`src/rtl/imm_gen_pipe.sv`:
```
// Registered RV32I immediate generator (I/S/B/U/J) behind a valid/ready handshake with a 2-entry output buffer.
// Define IMM_GEN_OPDEC_EN to remove in_src and decode the format from the opcode in in_instr[6:0].
module imm_gen_pipe #(
   parameter int XLEN  = 32,
   parameter int TAG_W = 5,
   parameter int CNT_W = 8
) (
   input  logic             clk,
   input  logic             rst,
   input  logic             in_valid,
   output logic             in_ready,
   input  logic [31:0]      in_instr,
`ifndef IMM_GEN_OPDEC_EN
   input  logic [2:0]       in_src,
`endif
   input  logic [TAG_W-1:0] in_tag,
   output logic             out_valid,
   input  logic             out_ready,
   output logic [XLEN-1:0]  out_imm,
   output logic [TAG_W-1:0] out_tag,
   output logic             out_err,
   output logic [CNT_W-1:0] err_cnt
);

   typedef enum logic [2:0] {
      FMT_I   = 3'd0,
      FMT_S   = 3'd1,
      FMT_B   = 3'd2,
      FMT_U   = 3'd3,
      FMT_J   = 3'd4,
      FMT_BAD = 3'd7
   } fmt_e;

   typedef struct packed {
      logic [XLEN-1:0]  imm;
      logic [TAG_W-1:0] tag;
      logic             err;
   } entry_t;

   fmt_e        w_fmt;
   logic [31:0] w_imm32;
   logic        w_err;
   entry_t      w_new;
   logic        w_push;
   logic        w_pop;

   entry_t         r_head;
   entry_t         r_tail;
   logic [1:0]     r_cnt;
   logic [CNT_W-1:0] r_err_cnt;

`ifdef IMM_GEN_OPDEC_EN
   always_comb begin
      w_fmt = FMT_BAD;
      case (in_instr[6:0])
         7'b0010011, 7'b0000011,
         7'b1100111, 7'b1110011: w_fmt = FMT_I;
         7'b0100011:             w_fmt = FMT_S;
         7'b1100011:             w_fmt = FMT_B;
         7'b0110111, 7'b0010111: w_fmt = FMT_U;
         7'b1101111:             w_fmt = FMT_J;
         default:                w_fmt = FMT_BAD;
      endcase
   end
`else
   logic w_unused_opcode;
   assign w_unused_opcode = ^in_instr[6:0];

   always_comb begin
      w_fmt = FMT_BAD;
      case (in_src)
         3'd0:    w_fmt = FMT_I;
         3'd1:    w_fmt = FMT_S;
         3'd2:    w_fmt = FMT_B;
         3'd3:    w_fmt = FMT_U;
         3'd4:    w_fmt = FMT_J;
         default: w_fmt = FMT_BAD;
      endcase
   end
`endif

   // Every format is first built as a 32-bit sign-extended value, then widened to XLEN.
   always_comb begin
      w_imm32 = '0;
      w_err   = 1'b0;
      case (w_fmt)
         FMT_I:   w_imm32 = {{20{in_instr[31]}}, in_instr[31:20]};
         FMT_S:   w_imm32 = {{20{in_instr[31]}}, in_instr[31:25], in_instr[11:7]};
         FMT_B:   w_imm32 = {{19{in_instr[31]}}, in_instr[31], in_instr[7],
                             in_instr[30:25], in_instr[11:8], 1'b0};
         FMT_U:   w_imm32 = {in_instr[31:12], 12'b0};
         FMT_J:   w_imm32 = {{11{in_instr[31]}}, in_instr[31], in_instr[19:12],
                             in_instr[20], in_instr[30:21], 1'b0};
         default: w_err   = 1'b1;
      endcase
   end

   assign w_new.imm = XLEN'($signed(w_imm32));
   assign w_new.tag = in_tag;
   assign w_new.err = w_err;

   // in_ready depends only on the registered count, never on out_ready.
   assign in_ready  = (r_cnt != 2'd2) && !rst;
   assign out_valid = (r_cnt != 2'd0);
   assign w_push    = in_valid && in_ready;
   assign w_pop     = out_valid && out_ready;

   assign out_imm = r_head.imm;
   assign out_tag = r_head.tag;
   assign out_err = r_head.err;
   assign err_cnt = r_err_cnt;

   always_ff @(posedge clk) begin
      if (rst) begin
         r_cnt     <= 2'd0;
         r_head    <= '0;
         r_tail    <= '0;
         r_err_cnt <= '0;
      end else begin
         if (w_push && w_new.err && (r_err_cnt != {CNT_W{1'b1}}))
            r_err_cnt <= r_err_cnt + CNT_W'(1);

         case (r_cnt)
            2'd0: begin
               if (w_push) begin
                  r_head <= w_new;
                  r_cnt  <= 2'd1;
               end
            end
            2'd1: begin
               case ({w_push, w_pop})
                  2'b11: r_head <= w_new;
                  2'b10: begin
                     r_tail <= w_new;
                     r_cnt  <= 2'd2;
                  end
                  2'b01: r_cnt <= 2'd0;
                  default: r_cnt <= 2'd1;
               endcase
            end
            2'd2: begin
               // Full: in_ready is low, so only a pop can happen here.
               if (w_pop) begin
                  r_head <= r_tail;
                  r_cnt  <= 2'd1;
               end
            end
            default: r_cnt <= 2'd0;
         endcase
      end
   end

endmodule

```
`config.mk`:
```
export PLATFORM = sky130hd
export DESIGN_NAME = imm_gen_pipe
export DESIGN_NICKNAME = d
export VERILOG_FILES = /design/src/rtl/imm_gen_pipe.sv
export SDC_FILE = /design/constraint.sdc
export NUM_CORES = 1
export LEC_CHECK = 0
export ABC_CLOCK_PERIOD_IN_PS = 2300
export CAP_MARGIN = 10
export CORE_UTILIZATION = 45
export DETAILED_ROUTE_END_ITERATION = 8
export PLACE_DENSITY = 0.78
export SYNTH_ARGS = -nofsm -noshare
export SYNTH_HDL_FRONTEND = slang
export SYNTH_SLANG_ARGS = --single-unit
export TNS_END_PERCENT = 5
```
`constraint.sdc`:
```
create_clock -name clk -period 2.3 [get_ports clk]
set_clock_uncertainty 0.15 [all_clocks]
set_input_delay 0.575 -clock clk [delete_from_list [all_inputs] [get_ports clk]]
set_output_delay 0.575 -clock clk [all_outputs]
set_load 0.02 [all_outputs]
```
# Word level (Yosys, flattened, before mapping)
# Index checks and enable logic that the tools add are counted.
# word_totals
regBits	86
elab_cells	54
# op_classes
n_addsub	1
n_eq_ne	19
muxes	11
reduce_logical	15
# op_table
op	n
32-bit one-hot mux with 5 select lines	1
38-bit 2-to-1 mux	3
38-bit one-hot mux with 3 select lines	1
3-bit one-hot mux with 5 select lines	1
3-bit by 2-bit equality test with 1-bit output, second input constant	4
2-bit one-hot mux with 3 select lines	2
2-bit != test, second input constant	5
8-bit by 1-bit adder with 8-bit output, second input constant	1
8-bit != test, second input constant	1
2-bit equality test, second input constant	3
3-bit by 1-bit equality test with 1-bit output, second input constant	2
3-bit equality test, second input constant	2
3-bit zero test	2
1-bit logical AND	5
5-bit OR reduction	1
2-bit by 1-bit equality test with 1-bit output, second input constant	2
2-bit 2-to-1 mux	2
4-bit AND reduction	1
3-bit AND reduction	1
3-bit nonzero test	1
2-bit zero test	1
2-bit AND reduction	1
2-bit nonzero test	1
1-bit zero test	1
1-bit 2-to-1 mux	1

# Longest topological paths before layout
# logic_depth
depth_word	7
ltp_mapped	12

# Least setup slack after synthesis
# Ideal clock, no wire load.
# synth_path
path_type	reg2reg
start	register r_cnt[0]
end	register r_head, in the netlist out_err
setup_time_ns	0.132
t_arrival_ns	2.093
required_ns	2.018
slack_ns	-0.075
path_stages_with_launch	13
cell_sequence	dfxtp_1 buf_2 nand2b_1 buf_2 clkbuf_1 and2_1 ha_1 nand3b_1 and3_1 buf_6 buf_6 a211oi_2 nor3_1
# synth_via
elab_chain_len	6
# synth_rtl
item	line	source
start: declaration	49	logic [1:0] r_cnt;
start signal: assignment	115	r_cnt <= 2'd0;
start signal: assignment	127	r_cnt <= 2'd1;
start signal: assignment	135	r_cnt <= 2'd2;
2-bit != test	103	assign in_ready = (r_cnt != 2'd2) && !rst;
1-bit logical AND	103	
1-bit logical AND	105	assign w_push = in_valid && in_ready;
2-bit equality test	131	case ({w_push, w_pop})
2-bit != test (no line)	-	
4-bit AND reduction (no line)	-	
end signal: assignment	126	r_head <= w_new;
end signal: assignment	132	2'b11: r_head <= w_new;
end signal: assignment	144	r_head <= r_tail;
end: declaration	47	entry_t r_head;
# Several ways; a longest one is shown, not always the timed one.
# A chain may end at the register's enable or synchronous reset.

# Worst setup path in the final report
# layout_path
start	register r_cnt[0]
end	output port in_ready
# layout_via
elab_chain_len	2
# layout_rtl
item	line	source
2-bit != test	103	
1-bit logical AND	103	
end: declaration	11	output logic in_ready,
# No other way between the ends.

==> results.py <==
metrics = {
    "setup_path": {
        "crit_path_start_kind": "flop",
        "cp_slowest_cell": "dfxtp_1",
        "crit_chain": "buf_4 -> nor2b_2 -> nor2_1 -> dlygate4sd2_1",
        "cp-end-kind": "output port",
        "crit_type": "reg2out",
        "ff2ff_setup_slack_ns": 0.23,
        "arrival_ns": 1.52,
        "ff2ff_path_depth": 9,
        "slowest_delay_ns": 0.43,
        "worstPathMaxFanout": 8,
        "critical_path_required_ns": 1.57,
    },
    "routing": {
        "vias": 3741,
        "dr.pass1.iters": 4,
        "dr.first_iter.drc_count": 143,
        "drt-total-wl_mm": 9.83,
        "drc": 0,
        "via_per_inst": 5.63,
        "avgRoutedWirePerCell_um": 14.8,
        "antenna_left": 0,
    },
    "logic_synthesis": {
        "yosysSeqAreaShare": 0.445,
        "yosysUniqueCellTypes": 52,
        "ys_warn_count": 0,
        "synth_flop_cell": "dfxtp_1",
        "ys_ff_latch": 86,
        "synthCells": 453,
        "syn_area_per_cell_sq_um": 8.53,
        "syn-num-nets": 501,
        "syn_area_sq_um": 3870,
        "synth-edff-count": 0,
        "async_reset_ff_frac": 0,
    },
    "clock_tree": {
        "cts_num_sinks": 86,
        "cts_tree": "done",
        "worst_skew_pair.late_latency_ns": 0.34,
        "cts_max_path_buffers": 2,
        "root_buffer": "clkbuf_8",
        "clk_pin_slew_ns": 0.08,
        "htree_levels": 3,
        "numCtsBuffers": 9,
    },
    "final_layout": {
        "nets": 604,
        "fin_area_sq_um": 5330,
        "n_antenna_cell": 0,
        "final_cell_mix": "dfxtp_1, clkdlybuf4s50_1, nor2_1",
        "drive_gt1_frac": 0.161,
        "layout_commonest_cell": "dfxtp_1",
        "area_delta_synth_final_pct": 37.8,
        "nFillCells": 696,
        "utilization": 0.645,
    },
    "grt": {
        "grt_overflow": 0,
        "antenna_found_initial": 0,
        "grt_max_degree": 32,
        "grtUsageTotal": 0.227,
        "first_global_vias": 3519,
        "grt_pass1_wl_mm": 16.0,
    },
    "power": {
        "p_leak_uw": 0.00205,
        "powerDensity_nw_per_um2": 623,
        "vdd_drop_max_mv": 0.276,
        "power.total_uw": 3320,
    },
    "die": {
        "io_pins": 92,
        "row_count": 33,
        "initial_core_util": 0.468,
        "die_w_um": 94.7,
        "core_area_sq_um": 8260,
        "dieArea_sq_um": 8970,
        "die_h_um": 94.7,
    },
    "place": {
        "dp_hpwl_mm": 6.90,
        "post-place-ws_ns": -0.389,
        "place_area_sq_um": 5060,
        "io_buffers": 84,
        "place.gp.congestion": 0.815,
    },
    "sta": {
        "fin_ws_ns": 0.0523,
        "finalSetupViolCount": 0,
        "max_slew_margin": 0.600,
        "slew_violations": 0,
        "rsz0062_at_grt": "yes",
        "fin_crit_sh": 0.977,
        "hold_violations": 0,
        "tightest_slew_ns": 0.597,
        "finalCriticalPeriod_ns": 2.25,
        "fmax_mhz": 445,
    },
    "worst_hold_path": {
        "hold_path_class": "reg2reg",
        "holdPathStages": 2,
    },
    "run_status": {
        "outcome": "complete, no violations",
    },
    "flow_run": {
        "max_cap_viol_count": 0,
    },
}
-- layout make-up --
cell class,count,area (sq um),area share
clock buffers,11,151,0.0284
multi-input cells,321,1990,0.373
inverters,4,15.0,0.00282
repair buffers,134,1280,0.240
well taps,105,131,0.0247
clock inverters,3,45.0,0.00846
flip-flops and latches,86,1720,0.323
-- layer usage --
metal | global-route usage | vias to the layer above | routed length, um
met5 | 0 | - | 0
li1 | - | 1866 | -
met4 | 0.105 | 0 | 212
met2 | 0.392 | 100 | 4870
met3 | 0.0250 | 18 | 424
met1 | 0.281 | 1757 | 4320
-- registers in the layout, indices dropped and copies added (netlist names) --
name and cells:
err_cnt 8, out_err 1, out_imm 32, out_tag 5
r_cnt 2, r_tail 38
-- cells in the mapped netlist, drive strengths merged, types with 11 or more instances --
cell | count | area (sq um)
o21ai | 33 | 165
clkbuf | 23 | 86.3
nand2 | 44 | 165
nand3 | 18 | 90.1
o31ai | 13 | 113
buf | 19 | 111
dfxtp | 86 | 1720
a2bb2oi | 16 | 140
nor3 | 12 | 65.1
a221oi | 14 | 160
nor2 | 58 | 218
a21oi | 37 | 185
a211oi | 11 | 87.6
-- final timing paths --
| kind | from | end |
|---|---|---|
| worst max-delay path | r_cnt[0]$_SDFFE_PP0P_ | in_ready |
| worst min-delay path | r_tail[4]$_SDFFE_PP0P_ | r_tail[4]$_SDFFE_PP0P_ |
| worst max register to register | r_cnt[0]$_SDFFE_PP0P_ | out_imm[12]$_SDFFE_PP0P_ |
| worst min register to register | r_tail[4]$_SDFFE_PP0P_ | r_tail[4]$_SDFFE_PP0P_ |
-- where the power goes --
group | leakage [uW] | switching, uW | total [uW] | internal [uW]
combinational | 0.00125 | 337 | 664 | 327
sequential | 0.000699 | 37.8 | 1600 | 1560
clock | 0.0000935 | 509 | 1060 | 550
total | 0.00205 | 883 | 3320 | 2440
-- worst max-delay path: cells and delay by family, from the launching register on --
family | cells | cell delay, ns
simple gates | 2 | 0.20
flops | 1 | 0.43
buf+inv | 2 | 0.55
-- logic make-up (layout without fill, tap and decap cells) --
kind of cell	Yosys count	count (layout)	share of synthesized area
muxes	10	10	0.0259
xor gates and xnor gates	2	2	0.00453
AOI/OAI and AO/OA	150	150	0.275
buffers and inverters	46	152	0.0550
DFF	86	86	0.445
adders and majority gates	5	5	0.0155
and+or+nand+nor	154	154	0.178
-- timing repair --
item,CTS,global route
resized for setup,3,16
hold buffers,0,0
setup buffers,0,1
endpoints found under the setup margin,20,70
pin swaps,2,1
-- stage by stage --
stage               setup TNS (ns)  instances  hold slack [ns]
floorplan                  -0.0495        453            0.283
global placement            -22.25        649            0.291
detailed placement          -25.18        649            0.298
CTS                              0        663            0.309
global route               -0.0928        664            0.334
finish                           0        664            0.312
(Power assumes the default switching activity.)
